File: config.mk
export PLATFORM = sky130hd
export DESIGN_NAME = pulse_width_filter
export DESIGN_NICKNAME = d
export VERILOG_FILES = /design/src/rtl/pulse_width_filter_pkg.sv /design/src/rtl/pulse_width_filter_sync_chain.sv /design/src/rtl/pulse_width_filter.sv
export SDC_FILE = /design/constraint.sdc
export NUM_CORES = 1
export LEC_CHECK = 0
export CELL_PAD_IN_SITES_DETAIL_PLACEMENT = 1
export CELL_PAD_IN_SITES_GLOBAL_PLACEMENT = 1
export CORE_MARGIN = 5
export CORE_UTILIZATION = 41
export CTS_CLUSTER_DIAMETER = 40
export DETAILED_ROUTE_END_ITERATION = 7
export PLACE_DENSITY = 0.81
export SLEW_MARGIN = 20
export SYNTH_ARGS = -nofsm -noshare
export SYNTH_HDL_FRONTEND = slang
export SYNTH_SLANG_ARGS = --single-unit
export TNS_END_PERCENT = 20
File: constraint.sdc
create_clock -name clock -period 1.8 [get_ports clock]
set_clock_uncertainty 0.1 [all_clocks]
set_input_delay 0.27 -clock clock [delete_from_list [all_inputs] [get_ports clock]]
set_output_delay 0.27 -clock clock [all_outputs]
set_load 0.03 [all_outputs]
File: src/rtl/pulse_width_filter_pkg.sv
// Shared definitions for the pulse width filter: FSM state encoding and
// the helper that maps a state onto the filtered output level.
package pulse_width_filter_pkg;

    typedef enum logic [1:0] {
        LOW    = 2'd0,
        QUAL_H = 2'd1,
        HIGH   = 2'd2,
        QUAL_L = 2'd3
    } state_t;

    // The filtered level stays high while a falling edge is still being qualified.
    function automatic logic level_of(input state_t st);
        return (st == HIGH) || (st == QUAL_L);
    endfunction

endpackage

File: src/rtl/pulse_width_filter_sync_chain.sv
// N-flop synchroniser for bringing an asynchronous level into the clock domain.
module sync_chain #(
    parameter int STAGES = 2
) (
    input  logic clock,
    input  logic reset,
    input  logic d,
    output logic q
);

    if (STAGES < 2) begin : g_bad_stages
        $error("sync_chain: STAGES must be at least 2");
    end

    logic [STAGES-1:0] sync_q;
    logic [STAGES-1:0] sync_d;

    always_comb begin
        sync_d = {sync_q[STAGES-2:0], d};
    end

    always_ff @(posedge clock) begin
        if (reset) begin
            sync_q <= '0;
        end else begin
            sync_q <= sync_d;
        end
    end

    assign q = sync_q[STAGES-1];

endmodule

File: src/rtl/pulse_width_filter.sv
// Synchronises a raw level, rejects pulses shorter than MIN_WIDTH samples and
// reports the sampled-high width of every accepted pulse.
module pulse_width_filter
    import pulse_width_filter_pkg::*;
#(
    parameter int SYNC_STAGES = 2,
    parameter int MIN_WIDTH   = 4,
    parameter int CNT_W       = 8
) (
    input  logic             clock,
    input  logic             reset,
    input  logic             in,
    output logic             out,
    output logic             rise,
    output logic             fall,
    output logic             reject,
    output logic [CNT_W-1:0] width,
    output logic             width_valid,
    output logic [1:0]       dbg_state
);

    if (MIN_WIDTH < 2) begin : g_bad_min_width
        $error("pulse_width_filter: MIN_WIDTH must be at least 2");
    end
    if ((2 ** CNT_W) - 1 <= MIN_WIDTH) begin : g_bad_cnt_w
        $error("pulse_width_filter: CNT_W too narrow for MIN_WIDTH");
    end

    localparam logic [CNT_W-1:0] QUAL_LAST = CNT_W'(MIN_WIDTH - 1);
    localparam logic [CNT_W-1:0] CNT_ONE   = CNT_W'(1);
    localparam logic [CNT_W-1:0] CNT_MAX   = '1;

    logic s;

    sync_chain #(
        .STAGES (SYNC_STAGES)
    ) u_sync (
        .clock (clock),
        .reset (reset),
        .d     (in),
        .q     (s)
    );

    state_t           state_q, state_d;
    logic [CNT_W-1:0] qcnt_q, qcnt_d;
    logic [CNT_W-1:0] wcnt_q, wcnt_d;
    logic [CNT_W-1:0] width_q, width_d;
    logic             out_q, out_d;
    logic             rise_q, rise_d;
    logic             fall_q, fall_d;
    logic             reject_q, reject_d;
    logic             width_valid_q, width_valid_d;
    logic [CNT_W-1:0] wcnt_sat;

    // Pulse width sticks at the counter maximum rather than wrapping.
    assign wcnt_sat = (wcnt_q == CNT_MAX) ? wcnt_q : wcnt_q + CNT_ONE;

    always_comb begin
        state_d       = state_q;
        qcnt_d        = qcnt_q;
        wcnt_d        = wcnt_q;
        width_d       = width_q;
        rise_d        = 1'b0;
        fall_d        = 1'b0;
        reject_d      = 1'b0;
        width_valid_d = 1'b0;

        case (state_q)
            LOW: begin
                if (s) begin
                    state_d = QUAL_H;
                    qcnt_d  = CNT_ONE;
                    wcnt_d  = CNT_ONE;
                end
            end
            QUAL_H: begin
                if (!s) begin
                    state_d  = LOW;
                    reject_d = 1'b1;
                end else begin
                    wcnt_d = wcnt_sat;
                    if (qcnt_q == QUAL_LAST) begin
                        state_d = HIGH;
                        rise_d  = 1'b1;
                    end else begin
                        qcnt_d = qcnt_q + CNT_ONE;
                    end
                end
            end
            HIGH: begin
                if (s) begin
                    wcnt_d = wcnt_sat;
                end else begin
                    state_d = QUAL_L;
                    qcnt_d  = CNT_ONE;
                end
            end
            QUAL_L: begin
                // A short low dip returns to HIGH silently; the dip cycles are not counted.
                if (s) begin
                    state_d = HIGH;
                    wcnt_d  = wcnt_sat;
                end else if (qcnt_q == QUAL_LAST) begin
                    state_d       = LOW;
                    fall_d        = 1'b1;
                    width_valid_d = 1'b1;
                    width_d       = wcnt_q;
                end else begin
                    qcnt_d = qcnt_q + CNT_ONE;
                end
            end
            default: begin
                state_d = LOW;
            end
        endcase

        out_d = level_of(state_d);
    end

    always_ff @(posedge clock) begin
        if (reset) begin
            state_q       <= LOW;
            qcnt_q        <= '0;
            wcnt_q        <= '0;
            width_q       <= '0;
            out_q         <= 1'b0;
            rise_q        <= 1'b0;
            fall_q        <= 1'b0;
            reject_q      <= 1'b0;
            width_valid_q <= 1'b0;
        end else begin
            state_q       <= state_d;
            qcnt_q        <= qcnt_d;
            wcnt_q        <= wcnt_d;
            width_q       <= width_d;
            out_q         <= out_d;
            rise_q        <= rise_d;
            fall_q        <= fall_d;
            reject_q      <= reject_d;
            width_valid_q <= width_valid_d;
        end
    end

    assign out         = out_q;
    assign rise        = rise_q;
    assign fall        = fall_q;
    assign reject      = reject_q;
    assign width       = width_q;
    assign width_valid = width_valid_q;
    assign dbg_state   = state_q;

endmodule

==> reports/qor.csv, run 1 <==
stage;metric;value;unit
finish;drive_gt1_share;14.5;%
sta;finalHoldViolCount;0;
clocking;htreeDepth;2;
synthesis;ys_ff_latch;31;
synthesis;synth.cell_area;1330;sq um
clocking;post_cts_buffers;0;
critical_path;crit_path_end_kind;output pin;
critical_path;criticalPathCategory;flip-flop to output pin;
floorplan;dieArea;4490;sq um
synthesis;synth-edff-count;0;
power;power.density;745;nW/um^2
finish;fillers;362;
route;firstDrtPassIters;4;
finish;fin_area;1630;sq um
clocking;cts_buffer_depth;2;
grt;grt_pass1_vias;1152;
place;dpl_worst_slack;0.0607;ns
sta;maxSlewViolCount;0;
floorplan;core_area;3080;sq um
floorplan;fp.dieW;67.0;um
power;leakagePower;0.000719;uW
clocking;cts_tree;built;
route;wl_per_cell;15.2;um
grt;grt_first_pass_wirelength;5610;um
worst_hold_path;min-delay-path-class;flip-flop to flip-flop;
synthesis;async_reset_ff_share;0;%
synthesis;yosysSeqAreaShare;46.5;%
place;port_buffers;17;
sta;fmax;579;MHz
grt;antenna_found_initial;0;
clocking;clk_pin_slew;0.10;ns
floorplan;io_pins;18;
power;max-vdd-ir-drop;0.552;mV
finish;antenna_cells;0;
clocking;cts_buffers;5;
critical_path;startpoint_type;flip-flop;
grt;grt-ovfl-total;0;
run;cap_violations;0;
clocking;clk_latency;0.34;ns
place;routabilityCongestion;0.800;
sta;fin_crit;1.73;ns
clocking;clock-sinks;31;
clocking;clock-root-buffer;clkbuf_4;
route;drt_wl_total;3080;um
floorplan;die_h;67.0;um
sta;slew_headroom;64.7;%
floorplan;std_cell_rows;20;
critical_path;cp_slowest_stage_delay;0.67;ns
place;postPlaceCellArea;1550;sq um
finish;area_delta_synth_final;22.1;%
route;drc;0;
grt;grt_max_degree;11;
synthesis;synth_flop_cell;dfxtp_1;
sta;setup_viol;0;
synthesis;postSynthCellCount;136;
route;antenna_left;0;
run_status;outcome;completed;
critical_path;cp_cell_sequence;clkdlybuf4s50_1;
critical_path;cpMaxStageDelayCell;clkdlybuf4s50_1;
sta;layout_setup_ws;0.0738;ns
synthesis;synth_fp_nets;141;
critical_path;crit_fanout;2;
route;drt_iter0_drc;16;
sta;timing.hold.ws;0.363;ns
place;hpwlAfterDp;2200;um
critical_path;crit_family;buffers and inverters;
grt;grt_use_total;17.3;%
critical_path;critPathBufInv;1;
synthesis;avgSynthCellArea;9.81;sq um
sta;tightest_slew;0.525;ns
floorplan;initial_core_util;43.3;%
route;viasPerCell;5.26;
finish;num-nets-final;163;
synthesis;ys_warn_count;0;
critical_path;required;1.43;ns
critical_path;cp.arrival;1.36;ns
sta;min_period_over_period;95.9;%
route;via_count;1067;
synthesis;synth.distinct_cells;38;
place;dp_cells;195;
finish;finalNonFillerCells;203;
worst paths after layout:
kind,start,endpoint,cells after the start,slack (ns)
hold reg to reg,u_sync.sync_q[0],u_sync.sync_q[1],1,0.36
setup / recovery,width[1],width[1],1,0.07
hold / removal,u_sync.sync_q[0],u_sync.sync_q[1],1,0.36
setup reg to reg,qcnt_q[0],width[6],6,0.13
area by class of cell:
cell class,instances,area (sq um),area share (%)
inverter,2,7.51,0.461
sequential,31,624,38.3
tap,44,55.1,3.38
multi-input combinational,96,662,40.6
timing repair buffer,22,211,13.0
clock buffer,8,68.8,4.22
stage by stage:
stage | util (%) | total power (uW) | TNS (ns)
6_report | 52.9 | 1210 | 0
5_1_grt | 52.9 | 1280 | -0.00233
4_1_cts | 52.5 | 1230 | 0
3_5_place_dp | 50.4 | 758 | 0
3_3_place_gp | 50.4 | 755 | 0
2_1_floorplan | - | 739 | 0
synthesized netlist by cell type, types with 2 or more instances:
cell	instances	area share, %
dfxtp_1	31	47
nor2_1	23	6.5
mux2i_1	10	7.5
nand2_1	5	1.4
nand3_1	5	1.9
xnor2_1	5	3.3
xor2_1	5	3.3
a21oi_1	4	1.5
nor2b_1	4	1.9
nor3_1	4	1.5
and3_1	3	1.4
buf_4	3	1.7
a211oi_1	2	1.1
and4bb_2	2	1.9
clkbuf_1	2	0.56
ha_1	2	1.9
inv_1	2	0.56
nand4_1	2	0.94
nor4b_1	2	1.3
o21ai_0	2	0.75
worst register-to-register path: cells and delay by family, from the launching register on:
family / cells / cell delay [ns]
simple gates: 3 / 0.50
flops: 1 / 0.38
fa+ha+maj: 1 / 0.22
buf+inv: 1 / 0.21
mux: 1 / 0.17
timing repair:
| action | 4_1_cts | 5_1_grt |
|---|---|---|
| hold buffers | 0 | 0 |
| gates resized for setup | 3 | 7 |
| pin swaps | 0 | 0 |
| endpoints found under the setup margin | 3 | 14 |
| endpoints found under the hold margin | 0 | 0 |
cell families after synthesis:
| logic type | after synthesis | synth area share (%) |
|---|---|---|
| muxes | 10 | 7.50 |
| xor gates and xnor gates | 10 | 6.57 |
| AOI/OAI and AO/OA | 18 | 10.3 |
| DFF | 31 | 46.5 |
| buffers and inverters | 9 | 4.03 |
| and+or+nand+nor | 56 | 23.2 |
| adders and majority gates | 2 | 1.88 |
where the power goes:
| part | internal (uW) | leakage, uW | total, uW | switching [uW] |
|---|---|---|---|---|
| logic | 18.5 | 0.000429 | 43.9 | 25.4 |
| registers | 691 | 0.000252 | 698 | 6.67 |
| clock network | 230 | 0.0000386 | 472 | 243 |
| total | 939 | 0.000719 | 1210 | 275 |
registers in the layout, summed over array words and instances (netlist names):
| register | flops |
|---|---|
| width_valid | 1 |
| dbg_state | 2 |
| u_sync.sync_q | 2 |
| rise | 1 |
| wcnt_q | 8 |
| reject | 1 |
| width | 8 |
| qcnt_q | 8 |
routing by layer:
metal / part of all wire (%) / up-vias / global-route usage, %
li1: - / 524 / -
met1: 40 / 515 / 17.1
met2: 53 / 16 / 30.6
met3: 3.7 / 12 / 6.75
met4: 3.2 / 0 / 9.11
met5: 0 / - / 0
layout by cell type (no fill, tap or decap), types with 3 or more instances in the layout:
| master | synthesis | routed |
|---|---|---|
| clkdlybuf4s50_1 | 0 | 11 |
| dfxtp_2 | 0 | 3 |
| nor3_1 | 4 | 4 |
| nand3_1 | 5 | 5 |
| and3_1 | 3 | 3 |
| xor2_1 | 5 | 5 |
| a21oi_1 | 4 | 4 |
| xnor2_1 | 5 | 5 |
| nor2_1 | 23 | 23 |
| nor2b_1 | 4 | 4 |
| dlygate4sd2_1 | 0 | 3 |
| nand2_1 | 5 | 5 |
| mux2i_1 | 10 | 10 |
| dlymetal6s2s_1 | 0 | 3 |
| buf_4 | 3 | 5 |
| dfxtp_1 | 31 | 28 |
| clkbuf_4 | 0 | 5 |
(Power assumes the default switching activity.)
==> run 2, diff against run 1 <==
--- a/config.mk
+++ b/config.mk
@@ -7,7 +7,6 @@
 export LEC_CHECK = 0
 export CELL_PAD_IN_SITES_DETAIL_PLACEMENT = 1
 export CELL_PAD_IN_SITES_GLOBAL_PLACEMENT = 1
-export CORE_MARGIN = 5
 export CORE_UTILIZATION = 41
 export CTS_CLUSTER_DIAMETER = 40
 export DETAILED_ROUTE_END_ITERATION = 7
==> run 2 against run 1 <==
Sequential share of layout area grew 0.26 points. Final cell count down 0.49%. Clock power is 4.4% lower. Die area is 22% lower. Count of clock-buffer cells in the layout is the same. Non-clock buffer count decreased by 1. Global-route usage up 1.9 points. Core utilization decreased by 0.57 points. Design area decreased by 1.1%. Combinational power down 2%. Sequential power barely moved. Highest routed layer unchanged.
==> reports/qor.csv, run 2 (synthesized netlist as in run 1, its figures left out) <==
stage;metric;value;unit;change
critical_path;reg2reg_setup_slack;0.10;ns;-0.03 ns
sta;tightest_slew;0.525;ns;-0.000560 ns
sta;setup_viol;0;;unchanged
floorplan;die_h;59.0;um;-12%
place;dp_cells;194;;-0.51%
finish;final_common_cell;dfxtp_1;;
power;power;1190;uW;-1.9%
finish;fillers;369;;+1.9%
sta;min_period_over_period;95.9;%;about the same
sta;tns;0;ns;unchanged
critical_path;critPathBufInv;1;;unchanged
grt;grt_max_degree;11;;unchanged
finish;num-nets-final;162;;-0.61%
sta;finalHoldViolCount;0;;unchanged
route;wl_per_cell;13.9;um;-8.6%
grt;antenna_found_initial;0;;unchanged
critical_path;crit_path_end_kind;output pin;;
route;highest_layer;met4;;
floorplan;initial_core_util;43.3;%;unchanged
clocking;htreeDepth;2;;unchanged
finish;multi_input_area;662;sq um;unchanged
finish;fin_area;1610;sq um;-1.1%
route;firstDrtPassIters;4;;unchanged
critical_path;criticalPathCategory;flip-flop to output pin;;
place;postPlaceCellArea;1540;sq um;-0.48%
finish;antenna_cells;0;;unchanged
route;drt_iter0_drc;14;;-2
finish;mostFrequentLayoutCells;dfxtp_1 (30), nor2_1 (23), clkdlybuf4s50_1 (14);;
critical_path;startpoint_type;flip-flop;;
clocking;clk_latency;0.32;ns;-0.02 ns
floorplan;dieArea;3490;sq um;-22%
sta;timing.hold.ws;0.333;ns;-0.0299 ns
floorplan;core_area;3080;sq um;unchanged
finish;finalNonFillerCells;202;;-0.49%
clocking;clock-sinks;31;;unchanged
grt;grt_use_total;19.1;%;+1.9 points
clocking;hold_buffers;0;;unchanged
route;antenna_left;0;;unchanged
sta;maxSlewViolCount;0;;unchanged
grt;grt_first_pass_wirelength;4870;um;-13%
critical_path;crit_family;buffers and inverters;;
grt;grt-ovfl-total;0;;unchanged
power;leakagePower;0.000657;uW;-8.5%
critical_path;crit_fanout;2;;unchanged
finish;regArea;622;sq um;-0.40%
place;routabilityCongestion;0.808;;+1.0%
critical_path;cp.arrival;1.36;ns;about the same
clocking;cts_buffer_depth;2;;unchanged
power;max-vdd-ir-drop;0.437;mV;-21%
route;drt_wl_total;2800;um;-9.0%
sta;slew_headroom;64.8;%;about the same
power;power.density;739;nW/um^2;-0.84%
run;cap_violations;0;;unchanged
grt;grt_pass1_vias;1068;;-7.3%
route;viasPerCell;5.13;;-2.4%
route;met3_length;56;um;-51%
clocking;cts_buffers;5;;unchanged
critical_path;cpMaxStageDelayCell;clkdlybuf4s50_1;;
worst_hold_path;min-delay-path-class;flip-flop to flip-flop;;
place;hpwlAfterDp;2210;um;+0.35%
clocking;clock-root-buffer;clkbuf_4;;
finish;drive_gt1_share;12.7;%;-1.8 points
sta;rsz0062_at_grt;false;;
run_status;outcome;completed;;
sta;fin_crit;1.73;ns;+0.0000260 ns
clocking;cts_tree;built;;
route;wl_met1;1140;um;-6.8%
critical_path;cp_slowest_stage_delay;0.69;ns;+0.02 ns
critical_path;required;1.43;ns;about the same
place;port_buffers;17;;unchanged
floorplan;fp.dieW;59.0;um;-12%
route;wl_met2;1560;um;-5.2%
floorplan;std_cell_rows;20;;unchanged
floorplan;io_pins;18;;unchanged
clocking;clk_pin_slew;0.09;ns;about the same
critical_path;cp_cell_sequence;clkdlybuf4s50_1;;
route;via_count;1036;;-2.9%
route;drc;0;;unchanged
finish;area_delta_synth_final;20.8;%;
sta;fmax;579;MHz;about the same
-- run 2: report_power, final --
group	internal, uW	switching, uW
logic	18.5	24.5
clock network	230	221
registers	691	5.72
-- run 2: through the flow --
stage | utilization (%) | worst slack (ns)
CTS | 52.2 | 0.0393
detailed placement | 50.1 | 0.0739
finish | 52.4 | 0.0738
global placement | 50.1 | 0.190
global route | 52.4 | 0.00748
floorplan | - | 0.157
-- run 2: path summary, 6_finish.rpt --
| path | from | to | cells past startpoint |
|---|---|---|---|
| setup / recovery | width[0] | width[0] | 1 |
| hold / removal | u_sync.sync_q[0] | u_sync.sync_q[1] | 1 |
| setup reg to reg | qcnt_q[1] | width[6] | 6 |
| hold reg to reg | u_sync.sync_q[0] | u_sync.sync_q[1] | 1 |
-- run 2: layer usage --
| layer | track usage (%) | vias up |
|---|---|---|
| met5 | 0 | - |
| met4 | 9.86 | 0 |
| met3 | 3.93 | 5 |
| met2 | 35.7 | 7 |
| met1 | 20.1 | 505 |
| li1 | - | 519 |
-- run 2: what timing repair did --
| action | 4_1_cts | 5_1_grt |
|---|---|---|
| setup buffers | 0 | 0 |
| gates resized for setup | 3 | 2 |
| setup endpoints to repair | 3 | 7 |
-- run 2: cell type report --
cell class	instances	share of cell area [%]
Inverter	2	0.466
Multi-Input combinational cell	96	41.1
Clock buffer	8	4.27
Sequential cell	31	38.6
Tap cell	44	3.42
Timing Repair Buffer	21	12.2
==> run 3, diff against run 2 <==
--- a/config.mk
+++ b/config.mk
@@ -5,6 +5,7 @@
 export SDC_FILE = /design/constraint.sdc
 export NUM_CORES = 1
 export LEC_CHECK = 0
+export ABC_AREA = 0
 export CELL_PAD_IN_SITES_DETAIL_PLACEMENT = 1
 export CELL_PAD_IN_SITES_GLOBAL_PLACEMENT = 1
 export CORE_UTILIZATION = 41
==> results of run 3 <==
Same layout as run 2: the final DEF is identical, and so are final timing and power.
